File: src/rtl/pipe_stage_reg.sv
// pipe_stage_reg: generic valid/ready pipeline register with skid entry.
// Registered in_ready, synchronous flush, saturating stall counter.
module pipe_stage_reg #(
  parameter int unsigned       DATA_W      = 64,
  parameter logic [DATA_W-1:0] BUBBLE      = '0,
  parameter int unsigned       STALL_CNT_W = 16
) (
  input  logic                   clk,
  input  logic                   clr,
  input  logic                   flush,
  input  logic                   in_valid,
  input  logic [DATA_W-1:0]      in_data,
  output logic                   in_ready,
  output logic                   out_valid,
  output logic [DATA_W-1:0]      out_data,
  input  logic                   out_ready,
  output logic [STALL_CNT_W-1:0] stall_cnt
);

  typedef enum logic [1:0] {
    S_EMPTY = 2'd0,
    S_BUSY  = 2'd1,
    S_FULL  = 2'd2
  } state_t;

  localparam logic [STALL_CNT_W-1:0] STALL_MAX = '1;

  state_t                   state_q;
  state_t                   state_n;
  logic [DATA_W-1:0]        main_q;
  logic [DATA_W-1:0]        main_n;
  logic [DATA_W-1:0]        skid_q;
  logic [DATA_W-1:0]        skid_n;
  logic                     rdy_q;
  logic                     rdy_n;
  logic [STALL_CNT_W-1:0]   stall_q;
  logic                     acc;
  logic                     con;
  logic                     stall;

  assign out_valid = (state_q != S_EMPTY);
  assign in_ready  = rdy_q;
  assign stall_cnt = stall_q;

  // Only the valid main entry reaches the port; invalid shows the bubble.
  assign out_data = out_valid ? main_q : BUBBLE;

  assign acc   = in_valid & rdy_q;
  assign con   = out_valid & out_ready;
  assign stall = out_valid & ~out_ready;

  // Next state and data for the main/skid pair; flush wins over handshakes.
  always_comb begin
    state_n = state_q;
    main_n  = main_q;
    skid_n  = skid_q;
    if (flush) begin
      state_n = S_EMPTY;
      main_n  = BUBBLE;
      skid_n  = BUBBLE;
    end else begin
      unique case (state_q)
        S_EMPTY: begin
          if (acc) begin
            main_n  = in_data;
            state_n = S_BUSY;
          end
        end
        S_BUSY: begin
          unique case (1'b1)
            (acc & con): begin
              main_n = in_data;
            end
            (con & ~acc): begin
              main_n  = BUBBLE;
              state_n = S_EMPTY;
            end
            (acc & ~con): begin
              skid_n  = in_data;
              state_n = S_FULL;
            end
            default: ;
          endcase
        end
        S_FULL: begin
          if (con) begin
            main_n  = skid_q;
            skid_n  = BUBBLE;
            state_n = S_BUSY;
          end
        end
        default: begin
          state_n = S_EMPTY;
          main_n  = BUBBLE;
          skid_n  = BUBBLE;
        end
      endcase
    end
    rdy_n = (state_n != S_FULL);
  end

  // State, payload and ready registers.
  always_ff @(posedge clk or posedge clr) begin
    if (clr) begin
      state_q <= S_EMPTY;
      main_q  <= BUBBLE;
      skid_q  <= BUBBLE;
      rdy_q   <= 1'b1;
    end else begin
      state_q <= state_n;
      main_q  <= main_n;
      skid_q  <= skid_n;
      rdy_q   <= rdy_n;
    end
  end

  // Stall counter saturates and ignores flush.
  always_ff @(posedge clk or posedge clr) begin
    if (clr) begin
      stall_q <= '0;
    end else if (stall && (stall_q != STALL_MAX)) begin
      stall_q <= stall_q + 1'b1;
    end
  end

endmodule
File: config.mk
export PLATFORM = sky130hd
export DESIGN_NAME = pipe_stage_reg
export DESIGN_NICKNAME = d
export VERILOG_FILES = /design/src/rtl/pipe_stage_reg.sv
export SDC_FILE = /design/constraint.sdc
export NUM_CORES = 1
export LEC_CHECK = 0
export BUFFER_PORTS_ARGS = -buffer_cell sky130_fd_sc_hd__buf_2
export CAP_MARGIN = 10
export CORE_MARGIN = 5
export CORE_UTILIZATION = 62
export CTS_BUF_LIST = sky130_fd_sc_hd__clkbuf_8
export DETAILED_ROUTE_END_ITERATION = 7
export GPL_TIMING_DRIVEN = 0
export PLACE_DENSITY = 0.88
export SYNTH_ARGS = -nofsm -noshare
export SYNTH_HDL_FRONTEND = slang
export SYNTH_SLANG_ARGS = --single-unit
File: constraint.sdc
create_clock -name clk -period 10.9 [get_ports clk]
set_clock_uncertainty 0.15 [all_clocks]
set_input_delay 1.09 -clock clk [delete_from_list [all_inputs] [get_ports clk]]
set_output_delay 1.09 -clock clk [all_outputs]
set_load 0.1 [all_outputs]
# Word level (Yosys, flattened, before mapping)
# Cells that the tools add are included.
classes:
  mux: 15
  shifts: 0
  mul: 0
  n_reduce_logical: 5
  n_eq_ne: 9
  bitwise_logic: 9
  n_addsub: 1
  div_mod_pow: 0
  n_lt_le_gt_ge: 0
ops:
  columns: ["cell", "n"]
  rows:
  - ["$mux 64", 7]
  - ["$pmux 64 s3", 2]
  - ["$pmux 64 s2", 1]
  - ["$add 16x1->16 const B", 1]
  - ["$ne 16x16->1 const B", 1]
  - ["$ne 3x3->1 const B", 3]
  - ["$and 1x1->1", 6]
  - ["$mux 2", 3]
  - ["$pmux 2 s3", 1]
  - ["$reduce_and 3->1", 2]
  - ["$ne 2x2->1 const B", 2]
  - ["$ne 4x4->1 const B", 1]
  - ["$pmux 2 s2", 1]
  - ["$not 1->1", 3]
  - ["$eq 2x1->1 const B", 1]
  - ["$eq 2x2->1 const B", 1]
  - ["$logic_not 2->1", 1]
  - ["$reduce_bool 2->1", 1]
  - ["$logic_and 1x1->1", 1]
totals:
  regBits: 147
  mem_count: 0
  latch_bits: 0
  output_inout_bits: 82
  mem_bits_ro: 0
  ram_bits: 0
  word_cells: 44

# Longest topological paths before layout
# Gate-level depths: netlist of run 1.
logic_depth:
  ltp_word: 8
  mapped_depth: 7
  depth_no_buf: 5

# Worst setup path after synthesis of run 1
# Ideal clock, no wire load.
synth_path:
  kind: "reg-to-output"
  startpoint: "register state_q[0]"
  endpoint: "output out_data[54]"
  setup_slack_ns: 7.326
  path_stages_with_launch: 4
  t_arrival_ns: 2.334
  path_buffers: 1
  path_cell_list: "dfrtp_1 or2_1 clkbuf_1 and2_1"
synth_via:
  elab_chain_cells: 2
synth_rtl:
  columns: ["item", "line", "source"]
  rows:
  - ["start, declared", "28", "state_t state_q;"]
  - ["start signal, assigned", "110", "state_q <= state_n;"]
  - ["$reduce_bool 2->1", "41", "assign out_valid = (state_q != S_EMPTY);"]
  - ["via out_valid", "14", "output logic out_valid,"]
  - ["$mux 64", "46", "assign out_data = out_valid ? main_q : BUBBLE;"]
  - ["end, declared", "15", "output logic [DATA_W-1:0] out_data,"]
# The timed path passes the listed nets, and every way through them passes these cells.

# Worst setup path in the final report of run 1
layout_path:
  startpoint: "register state_q[0]"
  endpoint: "output out_data[51]"
layout_via:
  elab_chain_cells: 2
layout_rtl:
  columns: ["item", "line"]
  rows:
  - ["$reduce_bool 2->1", "41"]
  - ["$mux 64", "46"]
# Every way passes these cells.

==> flow_metrics.tcl, run 1 <==
set metrics [dict create \
    fp.dieH_um 121.5 \
    path_max_fanout 10 \
    yosys.area.top_type "dfrtp_1" \
    cts_tree "built" \
    finalSetupTns_ns 0 \
    seq_power_share_pct 44.4 \
    routed_wl_um 19060 \
    ys_seq_area_share_pct 47.77 \
    async_flop_share_pct 100.0 \
    post_cts_buffers 0 \
    clockBufferDepth 2 \
    synthCells 781 \
    synth_area_per_cell_um2 9.862 \
    h-tree-depth 4 \
    fin_crit_sh_pct 35.26 \
    synth.distinct_cells 44 \
    r2r_cells 5 \
    rows 40 \
    power.share.clock_pct 29.5 \
    p_sw_mw 0.5015 \
    dp_hpwl_um 13090 \
    yosysMostFrequentCell "dfrtp_1" \
    start_util_pct 63.60 \
    slowest_stage "clkbuf_1" \
    numCtsBuffers 17 \
    wl_met1_um 8555 \
    peakVddDrop_v 0.0001049 \
    grt_pass1_vias 6376 \
    critPathMostFrequentCell "clkbuf_1" \
    layout.nets 1020 \
    vias 6406 \
    synthFlopType "dfrtp_1" \
    synth.cell_area_mm2 0.007702 \
    leakage_nw 4.348 \
    fmax_mhz 260.2 \
    synthTopCellsByArea "dfrtp_1 (47%), mux2i_1 (16%), o2bb2ai_1 (7.3%)" \
    finalSetupViolations 0 \
    path_class "reg -> out" \
    power_density_mw_per_mm2 154.6 \
    ys_warn_count 0 \
    worst_pin_slew_ns 0.8690 \
    firstDrtPassIters 5 \
    fin_ws_ns 7.056 \
    clk_pin_slew_ns 0.08 \
    combPwrFrac_pct 26.1 \
    clkSinkCount 147 \
    fp.dieArea_mm2 0.01475 \
    cts.hold.buffers_added 0 \
    drc 0 \
    cp.depth 5 \
    dp_slack_ns 7.584 \
    drive_gt1_share_pct 22.16 \
    avgRoutedWirePerCell_um 16.88 \
    synth_edf_count 0 \
    critPathTopFamily "buffers and inverters" \
    grt_pass1_wl_um 31080 \
    insertion_delay_ns 0.46 \
    worstSetupEndpoint "out_data[51]" \
    min_period_ns 3.844 \
    synth_nets 851 \
    grt_util_all_layers_pct 26.69 \
    reg2reg_setup_slack_ns 8.57 \
    relSlewSlack_pct 41.85 \
    hold_ws_ns 0.3316 \
    dr.max_layer_used "met5" \
    gp_congestion 0.8651 \
    status "finished clean" \
    ctsResizeCount 0 \
    rsz0062_at_grt "false" \
    cp_num_buf_inv 3 \
    crit_start "state_q[0]" \
    viasPerCell 5.674 \
    required_ns 9.66 \
    synthTopCellsByCount "dfrtp_1 (146), mux2i_1 (120), nand2_1 (75)" \
    synth-seq-cells 147 \
    maxCapViolCount 0 \
    antenna_found_initial 1 \
    dr_wl_met3_um 1113 \
    drtIter0Drc 587 \
    grt_start_max_net_pins 98 \
    p_int_mw 0.9011 \
    crit_path_start_kind "flop" \
    r2r_end "main_q[4]" \
    area_delta_synth_final_pct 17.76 \
    cp.arrival_ns 2.60 \
    p_sw_share_pct 35.75 \
    grt_remaining_overflow 0 \
    num_io_pins 151 \
    diodes 0 \
    nFillCells 893 \
    die_w_um 121.5 \
    drv_slew 0 \
    core_mm2 0.01211 \
    yosys.area.top_type_share_pct 47.43 \
    root_buffer "clkbuf_8" \
    cp_slowest_stage_delay_ns 0.52 \
    dr_wl_met2_um 8911 \
    worstSetupEndpointType "output pin" \
    io_buffers 149 \
    r2r_start "in_ready" \
    finalHoldViolations 0 \
    hp-class "reg -> reg" \
    ant_nets 0 \
    crit_chain "or2_1, clkbuf_1, clkbuf_1, and2_1, buf_2" \
]
==> cell usage in the layout (no fill, tap or decap), types with 3 or more instances in the layout <==
cell / n
dfrtp_1: 146
nor3_1: 4
nand4_1: 6
nand2_1: 75
clkinv_2: 3
inv_1: 70
nor2_1: 58
a22oi_1: 10
xor2_1: 5
mux2i_1: 120
clkbuf_1: 25
buf_4: 8
buf_2: 166
o2bb2ai_1: 64
a21oi_1: 58
nand3_1: 6
nor2b_1: 3
buf_1: 5
and2_1: 64
xnor2_1: 9
clkbuf_8: 21
==> metal layers <==
layer  global-route usage, %  up-vias
met1                   35.94     3147
li1                        -     2985
met5                       0        -
met3                   6.154       40
met2                   41.59      232
met4                   11.34        2
==> through the flow <==
stage	std cells	util, %	total power, mW	instance area, um^2
after floorplan	781	-	0.9078	7702
after global placement	1098	71.49	0.9873	8658
after detailed placement	1099	71.76	0.9962	8691
after CTS	1129	74.89	1.409	9070
after global routing	1129	74.89	1.468	9070
final	1129	74.89	1.403	9070
==> worst min path at each step <==
stage / slack, ns / cells after the start / start / end
floorplan: 0.30 / 1 / main_q[0] / main_q[0]
global placement: 0.31 / 1 / main_q[10] / main_q[10]
detailed placement: 0.32 / 1 / main_q[45] / main_q[45]
CTS: 0.34 / 1 / main_q[49] / main_q[49]
global route: 0.35 / 1 / main_q[31] / main_q[31]
finish: 0.33 / 1 / main_q[13] / main_q[13]
==> sequential cells by signal (all words and copies together) (netlist names) <==
name,cells
in_ready,1
stall_cnt,16
state_q,2
main_q,64
skid_q,64
==> cells by family after synthesis <==
| logic type | share of synthesized area, % |
|---|---|
| AND/OR/NAND/NOR | 14.68 |
| flip-flops | 47.77 |
| AO/OA/AOI/OAI | 13.29 |
| buffers and inverters | 6.758 |
| multiplexers | 15.74 |
| XOR/XNOR | 1.592 |
| adder cells (fa/ha/maj) | 0.1624 |
==> power by group through the flow <==
stage                     clock network (mW)  logic (mW)  registers, mW
final                                  0.414       0.366          0.622
after global routing                   0.447       0.392          0.629
after CTS                              0.421       0.366          0.622
after detailed placement                   0       0.365          0.631
after global placement                     0       0.357          0.630
after floorplan                            0       0.219          0.689
==> layout make-up <==
type | instances | area (um^2) | share of cell area (%)
clock inverter | 9 | 90.09 | 0.9932
inverter | 67 | 256.5 | 2.828
multi-input combinational | 511 | 3502 | 38.61
clock buffer | 21 | 289.0 | 3.187
buffer | 56 | 269.0 | 2.966
tap | 168 | 210.2 | 2.318
sequential | 147 | 3680 | 40.57
timing repair buffer | 150 | 773.2 | 8.525
No activity file was read; power rests on OpenSTA's default activity.
==> run 2: changes to the inputs <==
Settings changed: ABC_AREA set to 1, CORE_UTILIZATION 62 to 52, PLACE_DENSITY 0.88 to 0.79.
Clock period 10.9 ns to 3.1 ns, I/O delays scaled along.
==> run 2 against run 1 <==
Against the previous run: sequential power grew to 3.5 times the previous value; setup slack worse by 6.8 ns; via count up 26%; clock power grew to 4.3 times the previous value; utilization fell by 9.6 points; critical path type unchanged; largest power group unchanged.
==> flow_metrics.tcl, run 2 <==
set metrics [dict create \
    worst_pin_slew_ns 0.6099 \
    synth_edf_count 0 \
    drtIter0Drc 733 \
    grt_pass1_wl_um 36230 \
    rsz0062_at_grt "false" \
    yosysMostFrequentCell "nand2_1" \
    critPathMostFrequentCell "buf_2" \
    yosys.area.top_type_share_pct 45.79 \
    insertion_delay_ns 0.46 \
    fin_ws_ns 0.2173 \
    finalHoldViolations 0 \
    ys_warn_count 0 \
    synthFlopType "dfrtp_1" \
    synth_nets 1220 \
    p_sw_share_pct 35.74 \
    rows 45 \
    synthSimpleGateAreaFrac_pct 39.28 \
    firstDrtPassIters 5 \
    crit_path_start_kind "flop" \
    io_buffers 150 \
    num_io_pins 151 \
    vias 8091 \
    use_met1_pct 34.14 \
    critPathTopFamily "buffers and inverters" \
    clkSinkCount 147 \
    power_density_mw_per_mm2 552.0 \
    synth_xor_area_share_pct 0.8782 \
    start_util_pct 52.68 \
    numCtsBuffers 17 \
    cp_num_buf_inv 4 \
    cp.arrival_ns 2.42 \
    dp_hpwl_um 15260 \
    grtUsageMet2_pct 40.54 \
    path_class "reg -> out" \
    path_max_fanout 10 \
    grt_pass1_vias 7423 \
    ant_nets 0 \
    hp-class "in -> reg" \
    post_cts_buffers 0 \
    synth_top_family_by_area "simple AND/OR/NAND/NOR gates" \
    fmax_mhz 346.9 \
    synth-adder-area-share_pct 0.1568 \
    synth.cell_area_mm2 0.007979 \
    layout.nets 1430 \
    h-tree-depth 4 \
    diodes 0 \
    power.share.clock_pct 33.0 \
    area_delta_synth_final_pct 23.91 \
    finalSetupViolations 0 \
    maxCapViolCount 0 \
    cts_tree "built" \
    drc 0 \
    async_flop_share_pct 100.0 \
    power.total_mw 5.458 \
    antenna_found_initial 0 \
    hold_ws_ns 0.01626 \
    leakage_nw 5.184 \
    synth-compound-area-share_pct 4.893 \
    yosys.area.top_type "dfrtp_1" \
    status "finished clean" \
    worstSetupEndpointType "output pin" \
    layout_commonest_cell "nand2_1" \
    clk_pin_slew_ns 0.07 \
    final_cell_mix "nand2_1 (464), buf_2 (204), nand3_1 (201)" \
    core_mm2 0.01515 \
    dp_slack_ns 0.6121 \
    min_period_ns 2.883 \
    globalRoute.busiestLayer "met2" \
    required_ns 2.64 \
    drive_gt1_share_pct 18.43 \
    root_buffer "clkbuf_8" \
    synth.distinct_cells 23 \
    gp_congestion 0.8420 \
    relSlewSlack_pct 59.25 \
    die_w_um 133.9 \
    viasPerCell 5.183 \
    synthTopCellsByCount "nand2_1 (464), nand3_1 (201), dfrtp_1 (146)" \
    slowest_stage "dfrtp_1" \
    grt_use_met3_pct 4.164 \
    synthTopCellsByArea "dfrtp_1 (46%), nand2_1 (22%), nand3_1 (13%)" \
    synth-seq-cells 147 \
    p_int_mw 3.507 \
    seq_power_share_pct 40.2 \
    fp.dieH_um 133.9 \
    nFillCells 1315 \
    muxShareOfSynthArea_pct 0 \
    drv_slew 0 \
    crit_chain "nor2_2, buf_2, clkbuf_4, buf_2, nor2_1, buf_2" \
    peakVddDrop_v 0.0004982 \
    cp_slowest_stage_delay_ns 0.43 \
    ys_seq_area_share_pct 46.12 \
    combPwrFrac_pct 26.8 \
    fin_util_pct 65.28 \
    routed_wl_um 22150 \
    avgRoutedWirePerCell_um 14.19 \
    p_sw_mw 1.951 \
    clockBufferDepth 2 \
    grt_util_all_layers_pct 24.78 \
    grt_start_max_net_pins 43 \
    synthCells 1150 \
    fp.dieArea_mm2 0.01792 \
    synth_area_per_cell_um2 6.938 \
    grt_remaining_overflow 0 \
    fin_crit_sh_pct 92.99 \
]
[run 2: stage by stage]
| step | std cells | setup TNS (ns) | instance area (um^2) |
|---|---|---|---|
| floorplan | 1150 | 0 | 7983 |
| CTS | 1561 | 0 | 9884 |
| finish | 1561 | 0 | 9887 |
| global placement | 1488 | -23.76 | 8969 |
| global route | 1561 | 0 | 9887 |
| detailed placement | 1491 | 0 | 9029 |
[run 2: logic make-up after synthesis]
family / Yosys count
and+or+nand+nor: 761
buffers and inverters: 158
DFF: 147
AOI/OAI and AO/OA: 75
xor gates and xnor gates: 8
adders and majority gates: 1
[run 2: what timing repair did]
item,in CTS,in global routing
endpoints found under the hold margin,61,0
endpoints found under the setup margin,0,3
gates resized for setup,0,1
hold buffers,38,0
[run 2: area by class of cell]
type / instances / area [um^2] / share of cell area (%)
Clock inverter: 13 / 214.0 / 2.164
Multi-Input combinational cell: 845 / 3607 / 36.48
Tap cell: 188 / 235.2 / 2.379
Buffer: 77 / 390.4 / 3.948
Clock buffer: 19 / 261.5 / 2.645
Timing Repair Buffer: 191 / 1191 / 12.05
Sequential cell: 147 / 3680 / 37.22
Inverter: 81 / 307.8 / 3.113
[run 2: worst min-delay path, cell delays in order]
cell and delay (ns):
buf_2 0.12, nand3_1 0.07, o21ai_0 0.07
[run 2: power by group through the flow]
stage | sequential [mW] | clock, mW | combinational [mW]
after floorplan | 2.37 | 0 | 0.939
after global placement | 2.22 | 0 | 1.39
after detailed placement | 2.23 | 0 | 1.42
after CTS | 2.19 | 1.82 | 1.46
after global routing | 2.21 | 1.91 | 1.58
final | 2.19 | 1.80 | 1.46
[run 2: routing by layer]
metal	wire (um)	share of wire, %	up-vias
met4	329	1.5	0
met5	0	0	-
met2	10650	48	263
met3	1478	6.7	31
met1	9698	44	3754
li1	-	-	4043
[run 2: final timing paths]
path / depth (start not counted) / endpoint / slack, ns / startpoint
setup / recovery: 6 / out_data[52] / 0.22 / state_q[1]
hold / removal: 3 / skid_q[60] / 0.02 / in_data[60]
setup reg to reg: 7 / main_q[0] / 1.06 / in_ready
hold reg to reg: 2 / main_q[4] / 0.33 / main_q[4]
max in group asynchronous: 5 / main_q[24] / 1.59 / clr
min in group asynchronous: 3 / stall_cnt[4] / 0.32 / clr
